**config.mk**
```make
export PLATFORM = sky130hd
export DESIGN_NAME = matrix_seq_ctrl
export DESIGN_NICKNAME = d
export VERILOG_FILES = /design/src/rtl/matrix_pkg.sv /design/src/rtl/rd_tag_pipe.sv /design/src/rtl/matrix_seq_ctrl.sv
export SDC_FILE = /design/constraint.sdc
export NUM_CORES = 1
export LEC_CHECK = 0
export ABC_AREA = 1
export BUFFER_PORTS_ARGS = -buffer_cell sky130_fd_sc_hd__clkbuf_2
export CORE_AREA = 5 5 245 247
export DETAILED_ROUTE_END_ITERATION = 8
export DIE_AREA = 0 0 250 252
export PLACE_DENSITY = 0.62
export SYNTH_ARGS = -nofsm -noshare
export SYNTH_HDL_FRONTEND = slang
export SYNTH_HIERARCHICAL = 1
export SYNTH_SLANG_ARGS = --single-unit
```
**constraint.sdc**
```tcl
create_clock -name clk -period 30 [get_ports clk]
set_input_delay 6 -clock clk [delete_from_list [all_inputs] [get_ports clk]]
set_output_delay 6 -clock clk [all_outputs]
set_load 0.1 [all_outputs]
```
**src/rtl/matrix_pkg.sv**
```systemverilog
// Shared types and constants for the matrix sequencer and its datapath.
package matrix_pkg;

    // Default geometry and memory map
    localparam int unsigned DEF_ELEM_W  = 8;
    localparam int unsigned DEF_N_ELEM  = 25;
    localparam int unsigned DEF_ADDR_W  = 8;
    localparam int unsigned DEF_RD_LAT  = 2;
    localparam int unsigned DEF_ALU_LAT = 1;
    localparam int unsigned DEF_BASE_A  = 0;
    localparam int unsigned DEF_BASE_B  = 32;
    localparam int unsigned DEF_BASE_C  = 64;

    // Datapath operation codes
    localparam int unsigned OP_W = 3;
    localparam logic [OP_W-1:0] OP_ADD    = 3'd0;
    localparam logic [OP_W-1:0] OP_SUB    = 3'd1;
    localparam logic [OP_W-1:0] OP_MUL    = 3'd2;
    localparam logic [OP_W-1:0] OP_TRANSP = 3'd3;
    localparam logic [OP_W-1:0] OP_SCALE  = 3'd4;

    // Sequencer states
    typedef enum logic [2:0] {
        IDLE = 3'd0,
        RD_A = 3'd1,
        RD_B = 3'd2,
        EXEC = 3'd3,
        WR_C = 3'd4,
        FIN  = 3'd5
    } state_t;

    // Bits needed to index n items, never less than one
    function automatic int unsigned idx_width(input int unsigned n);
        return (n > 1) ? $clog2(n) : 1;
    endfunction

endpackage

```
**src/rtl/rd_tag_pipe.sv**
```systemverilog
// Shift pipe of {valid, index} tags that follows RAM reads through the read latency.
module rd_tag_pipe #(
    parameter int unsigned DEPTH = 2,
    parameter int unsigned IDX_W = 5
) (
    input  logic             clk,
    input  logic             rst,
    input  logic             in_valid,
    input  logic [IDX_W-1:0] in_idx,
    output logic             out_valid,
    output logic [IDX_W-1:0] out_idx
);

    logic [DEPTH-1:0] vld_q;
    logic [IDX_W-1:0] idx_q [DEPTH];

    // Advance tags one stage per cycle; async clear drops all in-flight reads
    always_ff @(posedge clk or posedge rst) begin
        if (rst) begin
            vld_q <= '0;
            for (int i = 0; i < DEPTH; i++) begin
                idx_q[i] <= '0;
            end
        end else begin
            vld_q[0] <= in_valid;
            idx_q[0] <= in_idx;
            for (int i = 1; i < DEPTH; i++) begin
                vld_q[i] <= vld_q[i-1];
                idx_q[i] <= idx_q[i-1];
            end
        end
    end

    assign out_valid = vld_q[DEPTH-1];
    assign out_idx   = idx_q[DEPTH-1];

endmodule

```
**src/rtl/matrix_seq_ctrl.sv**
```systemverilog
// Sequencer: loads A and B from RAM, waits on the datapath, writes C back, pulses done.
module matrix_seq_ctrl
    import matrix_pkg::*;
#(
    parameter int unsigned ELEM_W  = DEF_ELEM_W,
    parameter int unsigned N_ELEM  = DEF_N_ELEM,
    parameter int unsigned ADDR_W  = DEF_ADDR_W,
    parameter int unsigned RD_LAT  = DEF_RD_LAT,
    parameter int unsigned ALU_LAT = DEF_ALU_LAT,
    parameter int unsigned BASE_A  = DEF_BASE_A,
    parameter int unsigned BASE_B  = DEF_BASE_B,
    parameter int unsigned BASE_C  = DEF_BASE_C
) (
    input  logic                     clk,
    input  logic                     rst,
    input  logic                     start,
    input  logic [OP_W-1:0]          op,
    output logic                     busy,
    output logic                     done,
    output logic [ADDR_W-1:0]        ram_addr,
    output logic [ELEM_W-1:0]        ram_wdata,
    output logic                     ram_we,
    input  logic [ELEM_W-1:0]        ram_rdata,
    output logic [N_ELEM*ELEM_W-1:0] mat_a,
    output logic [N_ELEM*ELEM_W-1:0] mat_b,
    output logic [OP_W-1:0]          alu_op,
    input  logic [N_ELEM*ELEM_W-1:0] mat_c
);

    localparam int unsigned MAT_W = N_ELEM * ELEM_W;
    localparam int unsigned IDX_W = idx_width(N_ELEM);
    localparam int unsigned CNT_W = idx_width(N_ELEM + RD_LAT + ALU_LAT + 1);
    localparam int unsigned SEL_W = idx_width(MAT_W);

    localparam logic [CNT_W-1:0] RD_LAST    = CNT_W'(N_ELEM + RD_LAT - 1);
    localparam logic [CNT_W-1:0] ISSUE_LAST = CNT_W'(N_ELEM - 1);
    localparam logic [CNT_W-1:0] EXEC_LAST  = CNT_W'(ALU_LAT - 1);
    localparam logic [CNT_W-1:0] WR_LAST    = CNT_W'(N_ELEM - 1);

    localparam longint unsigned ADDR_SPAN = 64'(1) << ADDR_W;

    // Every matrix must fit below 2**ADDR_W; the address counter never wraps
    if ((64'(BASE_A) + 64'(N_ELEM) > ADDR_SPAN) ||
        (64'(BASE_B) + 64'(N_ELEM) > ADDR_SPAN) ||
        (64'(BASE_C) + 64'(N_ELEM) > ADDR_SPAN) ||
        (RD_LAT < 1) || (ALU_LAT < 1)) begin : g_bad_cfg
        $error("matrix_seq_ctrl: matrix range exceeds address space or latency is zero");
    end

    state_t            state;
    logic [CNT_W-1:0]  cnt;
    logic              rd_phase_c;
    logic              issue_c;
    logic [IDX_W-1:0]  issue_idx_c;
    logic              tag_vld;
    logic [IDX_W-1:0]  tag_idx;
    logic [IDX_W-1:0]  wr_next_c;
    logic [ADDR_W-1:0] rd_base_c;
    logic [ADDR_W-1:0] addr_off_c;
    logic [SEL_W-1:0]  rd_sel_c;
    logic [SEL_W-1:0]  wr_sel_c;

    // Issue decode, next addresses and element bit offsets
    always_comb begin
        rd_phase_c  = (state == RD_A) || (state == RD_B);
        issue_c     = rd_phase_c && (cnt < CNT_W'(N_ELEM));
        issue_idx_c = IDX_W'(cnt);
        rd_base_c   = (state == RD_B) ? ADDR_W'(BASE_B) : ADDR_W'(BASE_A);
        addr_off_c  = ADDR_W'(cnt) + ADDR_W'(1);
        wr_next_c   = IDX_W'(cnt) + IDX_W'(1);
        rd_sel_c    = SEL_W'(tag_idx) * SEL_W'(ELEM_W);
        wr_sel_c    = SEL_W'(wr_next_c) * SEL_W'(ELEM_W);
    end

    rd_tag_pipe #(
        .DEPTH (RD_LAT),
        .IDX_W (IDX_W)
    ) u_rd_tag_pipe (
        .clk       (clk),
        .rst       (rst),
        .in_valid  (issue_c),
        .in_idx    (issue_idx_c),
        .out_valid (tag_vld),
        .out_idx   (tag_idx)
    );

    // Sequencer FSM with registered RAM, operand and handshake outputs
    always_ff @(posedge clk or posedge rst) begin
        if (rst) begin
            state     <= IDLE;
            cnt       <= '0;
            busy      <= 1'b0;
            done      <= 1'b0;
            ram_we    <= 1'b0;
            ram_addr  <= '0;
            ram_wdata <= '0;
            alu_op    <= '0;
            mat_a     <= '0;
            mat_b     <= '0;
        end else begin
            done <= 1'b0;

            // Returning read data lands in the element its tag names
            if (tag_vld) begin
                if (state == RD_A) begin
                    mat_a[rd_sel_c +: ELEM_W] <= ram_rdata;
                end else if (state == RD_B) begin
                    mat_b[rd_sel_c +: ELEM_W] <= ram_rdata;
                end
            end

            case (state)
                IDLE: begin
                    if (start) begin
                        alu_op   <= op;
                        busy     <= 1'b1;
                        cnt      <= '0;
                        ram_addr <= ADDR_W'(BASE_A);
                        state    <= RD_A;
                    end
                end
                RD_A, RD_B: begin
                    if (cnt == RD_LAST) begin
                        cnt <= '0;
                        if (state == RD_A) begin
                            ram_addr <= ADDR_W'(BASE_B);
                            state    <= RD_B;
                        end else begin
                            state <= EXEC;
                        end
                    end else begin
                        cnt <= cnt + CNT_W'(1);
                        if (cnt < ISSUE_LAST) begin
                            ram_addr <= rd_base_c + addr_off_c;
                        end
                    end
                end
                EXEC: begin
                    if (cnt == EXEC_LAST) begin
                        cnt       <= '0;
                        ram_we    <= 1'b1;
                        ram_addr  <= ADDR_W'(BASE_C);
                        ram_wdata <= mat_c[ELEM_W-1:0];
                        state     <= WR_C;
                    end else begin
                        cnt <= cnt + CNT_W'(1);
                    end
                end
                WR_C: begin
                    if (cnt == WR_LAST) begin
                        cnt    <= '0;
                        ram_we <= 1'b0;
                        state  <= FIN;
                    end else begin
                        cnt       <= cnt + CNT_W'(1);
                        ram_addr  <= ADDR_W'(BASE_C) + addr_off_c;
                        ram_wdata <= mat_c[wr_sel_c +: ELEM_W];
                    end
                end
                FIN: begin
                    done  <= 1'b1;
                    busy  <= 1'b0;
                    state <= IDLE;
                end
                default: begin
                    state <= IDLE;
                end
            endcase
        end
    end

endmodule

```
# == Word level (Yosys, flattened, before mapping) ==
# Index checks and enable logic that the tools add are counted.
# totals
register_bits,442
input_bits,214
wordCells,85
# classes
n_addsub,5
n_lt_le_gt_ge,2
n_eq_ne,14
n_shift,3
muxes,30
bitwise,1
reduce_logical,17
# op_table
operator,n
$bwmux 200,2
$shift 8x10->200 const A,1
$shiftx 200x9->8,1
$shiftx 8x10->200,1
$mux 8,8
$pmux 8 s4,1
$mux 5,4
$pmux 5 s4,1
$pmux 8 s2,1
$mux 3,4
$pmux 3 s4,1
$eq 5x5->1 const B,2
$lt 5x5->1 const B,2
$ne 2x2->1 const B,5
$neg 8->10,1
$reduce_and 3->1,3
$add 7x6->8 const A,1
$reduce_and 2->1,4
$add 6x6->7,1
$add 5x1->6 const B,1
$eq 3x2->1 const B,2
$eq 3x3->1 const B,2
$mux 6,1
$ne 3x3->1 const B,2
other kinds (14),20

# == Logic depth before layout (Yosys ltp) ==
# Gate-level depths: netlist (run 1).
# logic_depth
word_depth,6
ltp_mapped,14
ltp_nobuf,12

# == Hierarchy ==
# Netlist (run 1), hierarchy kept.
# modules_own_cells
module,n_inst,cells_each,area_per_inst_um2,seq_area_each_um2
matrix_seq_ctrl,1,2365,19220.9,10735.3
rd_tag_pipe,1,18,341.6,300.3

# == Least setup slack after synthesis (run 1) ==
# Ideal clock, no wire load.
# synth_path
path_type,input port to flip-flop
start,in ram_rdata[2]
end,reg mat_a[146]
arrival_ns,6.962
path_slack_ns,22.956
path_stages,6
n_path_buf,2
cell_sequence,clkbuf_1 inv_1 clkbuf_1 nor3_1 nand2_1 o21ai_0
# synth_via
elab_chain_len,2
# synth_rtl
element,line,source
from (decl),matrix_seq_ctrl.sv:23,"input logic [ELEM_W-1:0] ram_rdata,"
$shiftx 8x10->200,matrix_seq_ctrl.sv:106,mat_a[rd_sel_c +: ELEM_W] <= ram_rdata;
$bwmux 200,matrix_seq_ctrl.sv:106,
"to (signal, indexed assignment)",matrix_seq_ctrl.sv:106,
to (decl),matrix_seq_ctrl.sv:24,"output logic [N_ELEM*ELEM_W-1:0] mat_a,"
# Every way passes these cells.
# A chain may end at the register's enable or synchronous reset.

==> flow_summary.json, run 1 <==
{
  "cts_buffers": 47,
  "final_antenna_net_count": 0,
  "clk_latency_ps": 580,
  "finalNonFillerCells": 3759,
  "end_kind": "async pin",
  "dp.cells": 3672,
  "path_class": "in2async",
  "cp_max_fo": 174,
  "clockBufferDepth": 3,
  "rows": 88,
  "status": "complete, no violations",
  "hp-start": "u_rd_tag_pipe/idx_q[9]",
  "port_buffers": 634,
  "worst_slew_pin_slew_ps": 1093,
  "drt_iter0_markers": 1079,
  "synth.avg_cell_area_um2": 8.209,
  "place_congestion": 0.9024,
  "synth_area_leaders": "dfrtp_1 56%, nand2_1 15%, o21ai_0 9.5%, nand3_1 4.8%, inv_1 3.4%",
  "fin_crit_sh_pct": 26.04,
  "layout_setup_ws_ps": 22190,
  "dr.pass1.iters": 6,
  "finalCriticalPeriod_ps": 7812,
  "synth_area_mm2": 0.01956,
  "grtUsageTotal_pct": 23.01,
  "multiInputGateArea_mm2": 0.007305,
  "cap_violations": 0,
  "holdBufCountCts": 0,
  "yosysTopAreaCell": "dfrtp_1",
  "viasPerCell": 4.861,
  "die_y_um": 252,
  "wl_um": 75500,
  "die_w_um": 250,
  "core_area_mm2": 0.05737,
  "fmax_mhz": 128.0,
  "synth_cell_types": 34,
  "n_antenna_cell": 0,
  "grt_setup_unrepaired": "false",
  "grt_pass1_wl_um": 112800,
  "dominantRegCellSynth": "dfrtp_1",
  "finalSetupViolCount": 0,
  "hold_ws_ps": 347.8,
  "ios": 636,
  "cts-resized-gates": 0,
  "overflow": 0,
  "drc": 0,
  "hp-class": "reg2reg",
  "cts_max_level": 2,
  "skew_ps": 14.36,
  "synth_edf_count": 0,
  "synthCells": 2383,
  "maxSlewHeadroom_pct": 26.92,
  "grt_max_degree": 175,
  "ys_ff_latch": 441,
  "cts.sinks": 441,
  "initial_core_util_pct": 34.10,
  "grt_pass1_vias": 17790,
  "slew_violations": 0,
  "ys_seq_area_share_pct": 56.41,
  "synth.top_cell.area_share_pct": 56.41,
  "yosysWarnings": 6,
  "wire_per_inst_um": 20.08,
  "critPathRequiredTime_ps": 30590,
  "vias": 18270,
  "fp.dieArea_mm2": 0.06300,
  "antenna_found_initial": 0,
  "pre_cts_ws_ps": 21460,
  "tns_ps": 0,
  "finalHoldViolations": 0,
  "post_cts_buffers": 0,
  "cts_tree": "built",
  "cts.clk_slew.worst_paths_ps": 60,
  "syn-num-nets": 2605,
  "seq_area_mm2": 0.01104,
  "fillers": 5909,
  "r2r-start": "u_rd_tag_pipe/out_idx[0]",
  "clock_tree.root_cell": "clkbuf_16",
  "syn2layout_area_growth_pct": 27.39,
  "drive_gt1_share_pct": 26.05,
  "dpl.hpwl_um": 57380,
  "cp.arrival_ps": 8400,
  "async_reset_ff_share_pct": 100.0,
  "crit_path_start_kind": "input port",
  "num-nets-final": 3178,
  "startpoint": "rst"
}
metal layers:
layer / wire length (um) / up-vias / global-route usage (%)
met5: 0 / - / 0
met4: 3105 / 0 / 8.639
met3: 5492 / 129 / 5.752
met2: 36930 / 695 / 39.60
met1: 29970 / 8651 / 28.13
li1: - / 8797 / -
cell families after synthesis:
logic type,Yosys count,synth area share [%]
AOI/OAI and AO/OA,426,11.06
adders and majority gates,8,0.5117
buffers and inverters,313,6.326
DFF,441,56.41
muxes,3,0.1727
other,1,0.01917
and+or+nand+nor,1191,25.50
cell usage after synthesis, drive strengths merged, types with 5 or more instances:
master	number
dfrtp	441
nand2	805
o21ai	388
clkinv	5
ha	8
or2	9
a21oi	24
buf	45
clkbuf	80
nor2	140
o22ai	5
nand3	194
o21a	8
nor3	39
inv	183
cell type report:
| type | count | area share [%] |
|---|---|---|
| tap | 765 | 3.841 |
| timing repair buffer | 649 | 13.23 |
| clock inverter | 15 | 0.7330 |
| multi-input combinational | 1629 | 29.31 |
| clock buffer | 72 | 5.703 |
| sequential | 441 | 44.30 |
| inverter | 188 | 2.882 |
worst max-delay path: stages:
cell and delay [ps]:
clkbuf_2 130, inv_8 550, buf_12 670, buf_4 760
path summary, 6_finish.rpt:
check                                           end  slack [ps]  cells after the start
max                                      mat_a[114]       22190                      4
max in group clk                          mat_a[19]       22430                      1
min in group asynchronous    u_rd_tag_pipe/vld_q[0]        5500                      2
max reg2reg                              mat_b[122]       26680                     12
min reg2reg                u_rd_tag_pipe/out_idx[4]         350                      0
min                        u_rd_tag_pipe/out_idx[4]         350                      0
flip-flops by register name, indices dropped and copies added, names as in the netlist:
name and count:
ram_addr 7, alu_op 3, state 3, ram_wdata 8
done 1, ram_we 1, u_rd_tag_pipe/idx_q 5, mat_b 200
mat_a 200, busy 1, cnt 5, u_rd_tag_pipe/out_idx 5
u_rd_tag_pipe/vld_q 2
through the flow:
stage               area, um^2  util, %
finish                   24920    43.44
global route             24920    43.44
CTS                      24920    43.44
detailed placement       23320    40.65
global placement         23320    40.65
floorplan                19560        -
cells in the final DEF, fill, tap and decap left out, types with 2 or more instances in the layout:
master        n
nand2_1     798
clkbuf_2    634
dfrtp_1     440
o21ai_0     372
nand3_1     186
inv_1       177
nor2_1      131
clkbuf_16    48
nor3_1       32
a21oi_1      24
o21ai_1      15
buf_4        14
clkbuf_8     13
clkbuf_1     11
or2_2         9
nand3_2       8
o21a_1        8
nor2_4        7
ha_1          7
nand2_2       5
o22ai_1       5
inv_2         4
clkinv_1      4
nor3_4        4
clkinvlp_4    4
clkinv_2      4
nor3_2        3
mux2_2        3
inv_6         3
bufinv_16     3
nand2_4       2
nor2_2        2
inv_4         2
nand4_1       2
Power of run 1 is not shown: default switching activity piles up to over one toggle a cycle in this logic, so the estimate is an artifact.
==> run 2, diff against run 1 <==
--- a/config.mk
+++ b/config.mk
@@ -7,9 +7,9 @@
 export LEC_CHECK = 0
 export ABC_AREA = 1
 export BUFFER_PORTS_ARGS = -buffer_cell sky130_fd_sc_hd__clkbuf_2
-export CORE_AREA = 5 5 245 247
+export CORE_AREA = 5 5 247 249
 export DETAILED_ROUTE_END_ITERATION = 8
-export DIE_AREA = 0 0 250 252
+export DIE_AREA = 0 0 252 254
 export PLACE_DENSITY = 0.62
 export SYNTH_ARGS = -nofsm -noshare
 export SYNTH_HDL_FRONTEND = slang
==> constraint.sdc (replaced) <==
create_clock -name clk -period 7.4 [get_ports clk]
set_input_delay 1.48 -clock clk [delete_from_list [all_inputs] [get_ports clk]]
set_output_delay 1.48 -clock clk [all_outputs]
set_load 0.1 [all_outputs]
==> run 2 against run 1 <==
Effect of this change:
- worst hold slack barely moved
- register-to-register slack worse by 23000 ps
- routed wire length grew 1.0%
- first-iteration DRC count up 27%
- via count grew 0.37%
- die area rose by 1.6%
- final cell count increased by 0.19%
==> flow_summary.json, run 2 (synthesized netlist as in run 1, its figures left out) <==
{
  "port_buffers": 634,
  "ios": 636,
  "core_area_mm2": 0.05846,
  "die_w_um": 252,
  "wire_per_inst_um": 20.25,
  "syn2layout_area_growth_pct": 27.58,
  "antenna_found_initial": 0,
  "fillers": 6012,
  "dr.pass1.iters": 5,
  "tns_ps": 0,
  "clk_latency_ps": 590,
  "crit_path_start_kind": "flip-flop",
  "cts-resized-gates": 0,
  "drt_iter0_markers": 1371,
  "cap_violations": 0,
  "grt_max_degree": 142,
  "drc": 0,
  "status": "complete, no violations",
  "cp.arrival_ps": 4030,
  "cts_buffers": 47,
  "drive_gt1_share_pct": 25.97,
  "pre_cts_ws_ps": 3773,
  "holdBufCountCts": 0,
  "cp_max_fo": 34,
  "mostFrequentLayoutCells": "798 x nand2_1, 634 x clkbuf_2, 440 x dfrtp_1, 372 x o21ai_0, 186 x nand3_1",
  "fmax_mhz": 276.8,
  "hp-class": "reg2reg",
  "clock_tree.root_cell": "clkbuf_16",
  "cts_tree": "built",
  "layout_commonest_cell": "nand2_1",
  "overflow": 0,
  "clockBufferDepth": 3,
  "critPathRequiredTime_ps": 7820,
  "place_congestion": 0.9116,
  "num-nets-final": 3178,
  "fp.dieArea_mm2": 0.06401,
  "rows": 89,
  "finalCriticalPeriod_ps": 3613,
  "layout_setup_ws_ps": 3787,
  "viasPerCell": 4.870,
  "grt_pass1_wl_um": 113000,
  "worst_slew_pin_slew_ps": 1009,
  "path_class": "reg2reg",
  "cts.sinks": 441,
  "cts.clk_slew.worst_paths_ps": 60,
  "slew_violations": 0,
  "fin_crit_sh_pct": 48.83,
  "cts_max_level": 2,
  "skew_ps": 27.37,
  "end_kind": "flip-flop",
  "maxSlewHeadroom_pct": 32.59,
  "die_y_um": 254,
  "grtUsageTotal_pct": 22.77,
  "dpl.hpwl_um": 58110,
  "grt_pass1_vias": 17840,
  "finalHoldViolations": 0,
  "vias": 18340,
  "post_cts_buffers": 0,
  "top_regs": "mat_a x200, mat_b x200, ram_wdata x8",
  "final_antenna_net_count": 0,
  "grt_setup_unrepaired": "false",
  "finalSetupViolCount": 0,
  "wl_um": 76250,
  "initial_core_util_pct": 33.46
}
==> run 2: worst paths after layout <==
check                                         end  cells past startpoint                     start  slack, ps
hold / removal             u_rd_tag_pipe/vld_q[1]                      0    u_rd_tag_pipe/vld_q[0]        350
hold reg to reg            u_rd_tag_pipe/vld_q[1]                      0    u_rd_tag_pipe/vld_q[0]        350
min in group asynchronous              mat_a[117]                      2                       rst        840
setup / recovery                       mat_b[104]                     10  u_rd_tag_pipe/out_idx[0]       3790
setup reg to reg                       mat_b[104]                     10  u_rd_tag_pipe/out_idx[0]       3790
max in group asynchronous               mat_a[17]                      4                       rst       4840
==> run 2: through the flow <==
stage	hold slack (ps)	cell area [um^2]	utilization, %	instances
final	347.8	24960	42.69	3766
after global routing	358.8	24960	42.69	3765
after CTS	351.1	24960	42.69	3765
after detailed placement	337.1	23320	39.90	3680
after global placement	333.2	23320	39.90	3680
after floorplan	331.2	19570	-	2383
==> run 2: final cells by class <==
| cell class | instances | area [um^2] | area share (%) |
|---|---|---|---|
| Clock inverter | 13 | 220.2 | 0.8823 |
| Inverter | 188 | 714.4 | 2.863 |
| Clock buffer | 72 | 1411 | 5.655 |
| Tap cell | 773 | 967.2 | 3.875 |
| Multi-Input combinational cell | 1629 | 7305 | 29.27 |
| Antenna cell | 1 | 2.502 | 0.01003 |
| Timing Repair Buffer | 649 | 3298 | 13.21 |
| Sequential cell | 441 | 11040 | 44.23 |
==> run 2: critical path, cell delays in order, from the launching register on <==
cell and delay (ps):
dfrtp_1 560, inv_2 140, ha_1 260, inv_1 70, nand2_1 50, nand2_2 570
inv_2 450, nor2_1 320, inv_1 140, nor3_2 690, o21ai_0 190
==> run 2: per-layer routing <==
metal,share of wire (%),global-route usage (%)
met5,0,0
met4,3.8,8.406
met3,7.5,5.527
met2,49,39.16
met1,39,27.92
Power of run 2 is left out for the same reason.
==> run 3, diff against run 2 <==
==> constraint.sdc (replaced) <==
create_clock -name clk -period 3.5 [get_ports clk]
set_input_delay 0.7 -clock clk [delete_from_list [all_inputs] [get_ports clk]]
set_output_delay 0.7 -clock clk [all_outputs]
set_load 0.1 [all_outputs]
==> run 3 against run 2 <==
Effect of this change:
- first-iteration DRC count down 8.2%
- global-route usage about the same
- maximum frequency up 22%
- final area up 0.91%
- clock skew down 6.8 ps
- die area unchanged
- sequential share of layout area down 0.40 points
==> flow_summary.json, run 3 (synthesized netlist as in run 1, its figures left out) <==
{
  "final_antenna_net_count": 0,
  "critPathRequiredTime_ps": 3980,
  "place_congestion": 0.8798,
  "holdBufCountCts": 0,
  "cpLargestDelayFamily": "simple AND/OR/NAND/NOR gates",
  "layout_commonest_cell": "nand2_1",
  "ios": 636,
  "n_antenna_cell": 0,
  "num-nets-final": 3192,
  "fin_crit_sh_pct": 84.43,
  "r2r-start": "u_rd_tag_pipe/out_idx[0]",
  "finalSetupViolCount": 0,
  "die_y_um": 254,
  "placed_cell_area_mm2": 0.02350,
  "clk_latency_ps": 590,
  "drc": 0,
  "drive_gt1_share_pct": 26.48,
  "dr.pass1.iters": 5,
  "hp-class": "in2async",
  "core_area_mm2": 0.05846,
  "grt_setup_unrepaired": "false",
  "grt_pass1_vias": 17640,
  "syn2layout_area_growth_pct": 28.74,
  "cts.sinks": 441,
  "cp_max_fo": 24,
  "grtUsageTotal_pct": 22.74,
  "dpl.hpwl_um": 58320,
  "cts_buffers": 48,
  "fillers": 5920,
  "path_class": "reg2reg",
  "cpPeakStageDelay_ps": 660,
  "maxSlewHeadroom_pct": 35.26,
  "crit_slowest_cell": "nor3_2",
  "startpoint": "u_rd_tag_pipe/out_idx[0]",
  "initial_core_util_pct": 33.46,
  "hold_ws_ps": 144.3,
  "wire_per_inst_um": 20.04,
  "drt_iter0_markers": 1259,
  "cts-resized-gates": 0,
  "cap_violations": 0,
  "worst_slew_pin_slew_ps": 970.1,
  "port_buffers": 634,
  "mostFrequentLayoutCells": "798 x nand2_1, 634 x clkbuf_2, 440 x dfrtp_1, 372 x o21ai_0, 186 x nand3_1",
  "grt_max_degree": 109,
  "antenna_found_initial": 2,
  "wl_um": 75740,
  "crit_chain": "inv_2 -> ha_1 -> inv_1 -> nand2_1 -> nand2_2 -> inv_2 -> nor2_1 -> inv_1 -> nor3_2 -> nand2_1 -> o21a_1",
  "multiInputGateArea_mm2": 0.007305,
  "critPathBufInv": 4,
  "viasPerCell": 4.804,
  "top_regs": "mat_a x200, mat_b x200, ram_wdata x8",
  "rows": 89,
  "slew_violations": 0,
  "skew_ps": 20.56,
  "clockBufferDepth": 3,
  "end_kind": "flip-flop",
  "crit_path_start_kind": "flip-flop",
  "overflow": 0,
  "post_cts_buffers": 0,
  "clock_tree.root_cell": "clkbuf_16",
  "finalCriticalPeriod_ps": 2955,
  "status": "complete, no violations",
  "finalHoldViolations": 0,
  "fmax_mhz": 338.4,
  "seq_area_mm2": 0.01104,
  "grt_pass1_wl_um": 112000,
  "vias": 18150,
  "cp.arrival_ps": 3440,
  "die_w_um": 252,
  "cts_tree": "built",
  "cts.clk_slew.worst_paths_ps": 60,
  "final_design_area_no_fill_mm2": 0.02519,
  "cts_max_level": 2,
  "tns_ps": 0,
  "fp.dieArea_mm2": 0.06401
}
[run 3: worst paths after layout]
check	endpoint	slack, ps	cells after the start
setup / recovery	mat_b[124]	550	11
max in group asynchronous	mat_b[68]	2270	3
hold / removal	u_rd_tag_pipe/out_idx[2]	140	2
hold reg to reg	u_rd_tag_pipe/vld_q[1]	350	0
setup reg to reg	mat_b[124]	550	11
min in group clk	u_rd_tag_pipe/vld_q[1]	350	0
[run 3: per-layer routing]
metal | routed length (um) | GRT usage, %
met5 | 0 | 0
met4 | 3143 | 8.685
met3 | 5222 | 4.923
met2 | 37240 | 39.22
met1 | 30130 | 28.06
[run 3: layout make-up]
type                    count  area share (%)
well taps                 773           3.840
clock inverters            20           1.187
clock buffers              66           5.519
multi-input cells        1629           29.00
flip-flops and latches    441           43.83
repair buffers            662           13.78
inverters                 188           2.837
[run 3: stage by stage]
step           util, %  instances  worst slack [ps]
2_1_floorplan        -       2383             -2991
3_3_place_gp     40.19       3693             626.4
3_5_place_dp     40.19       3693             546.0
4_1_cts          43.08       3779             547.1
5_1_grt          43.08       3779             165.7
6_report         43.08       3779             545.0
Power of run 3 is left out for the same reason.
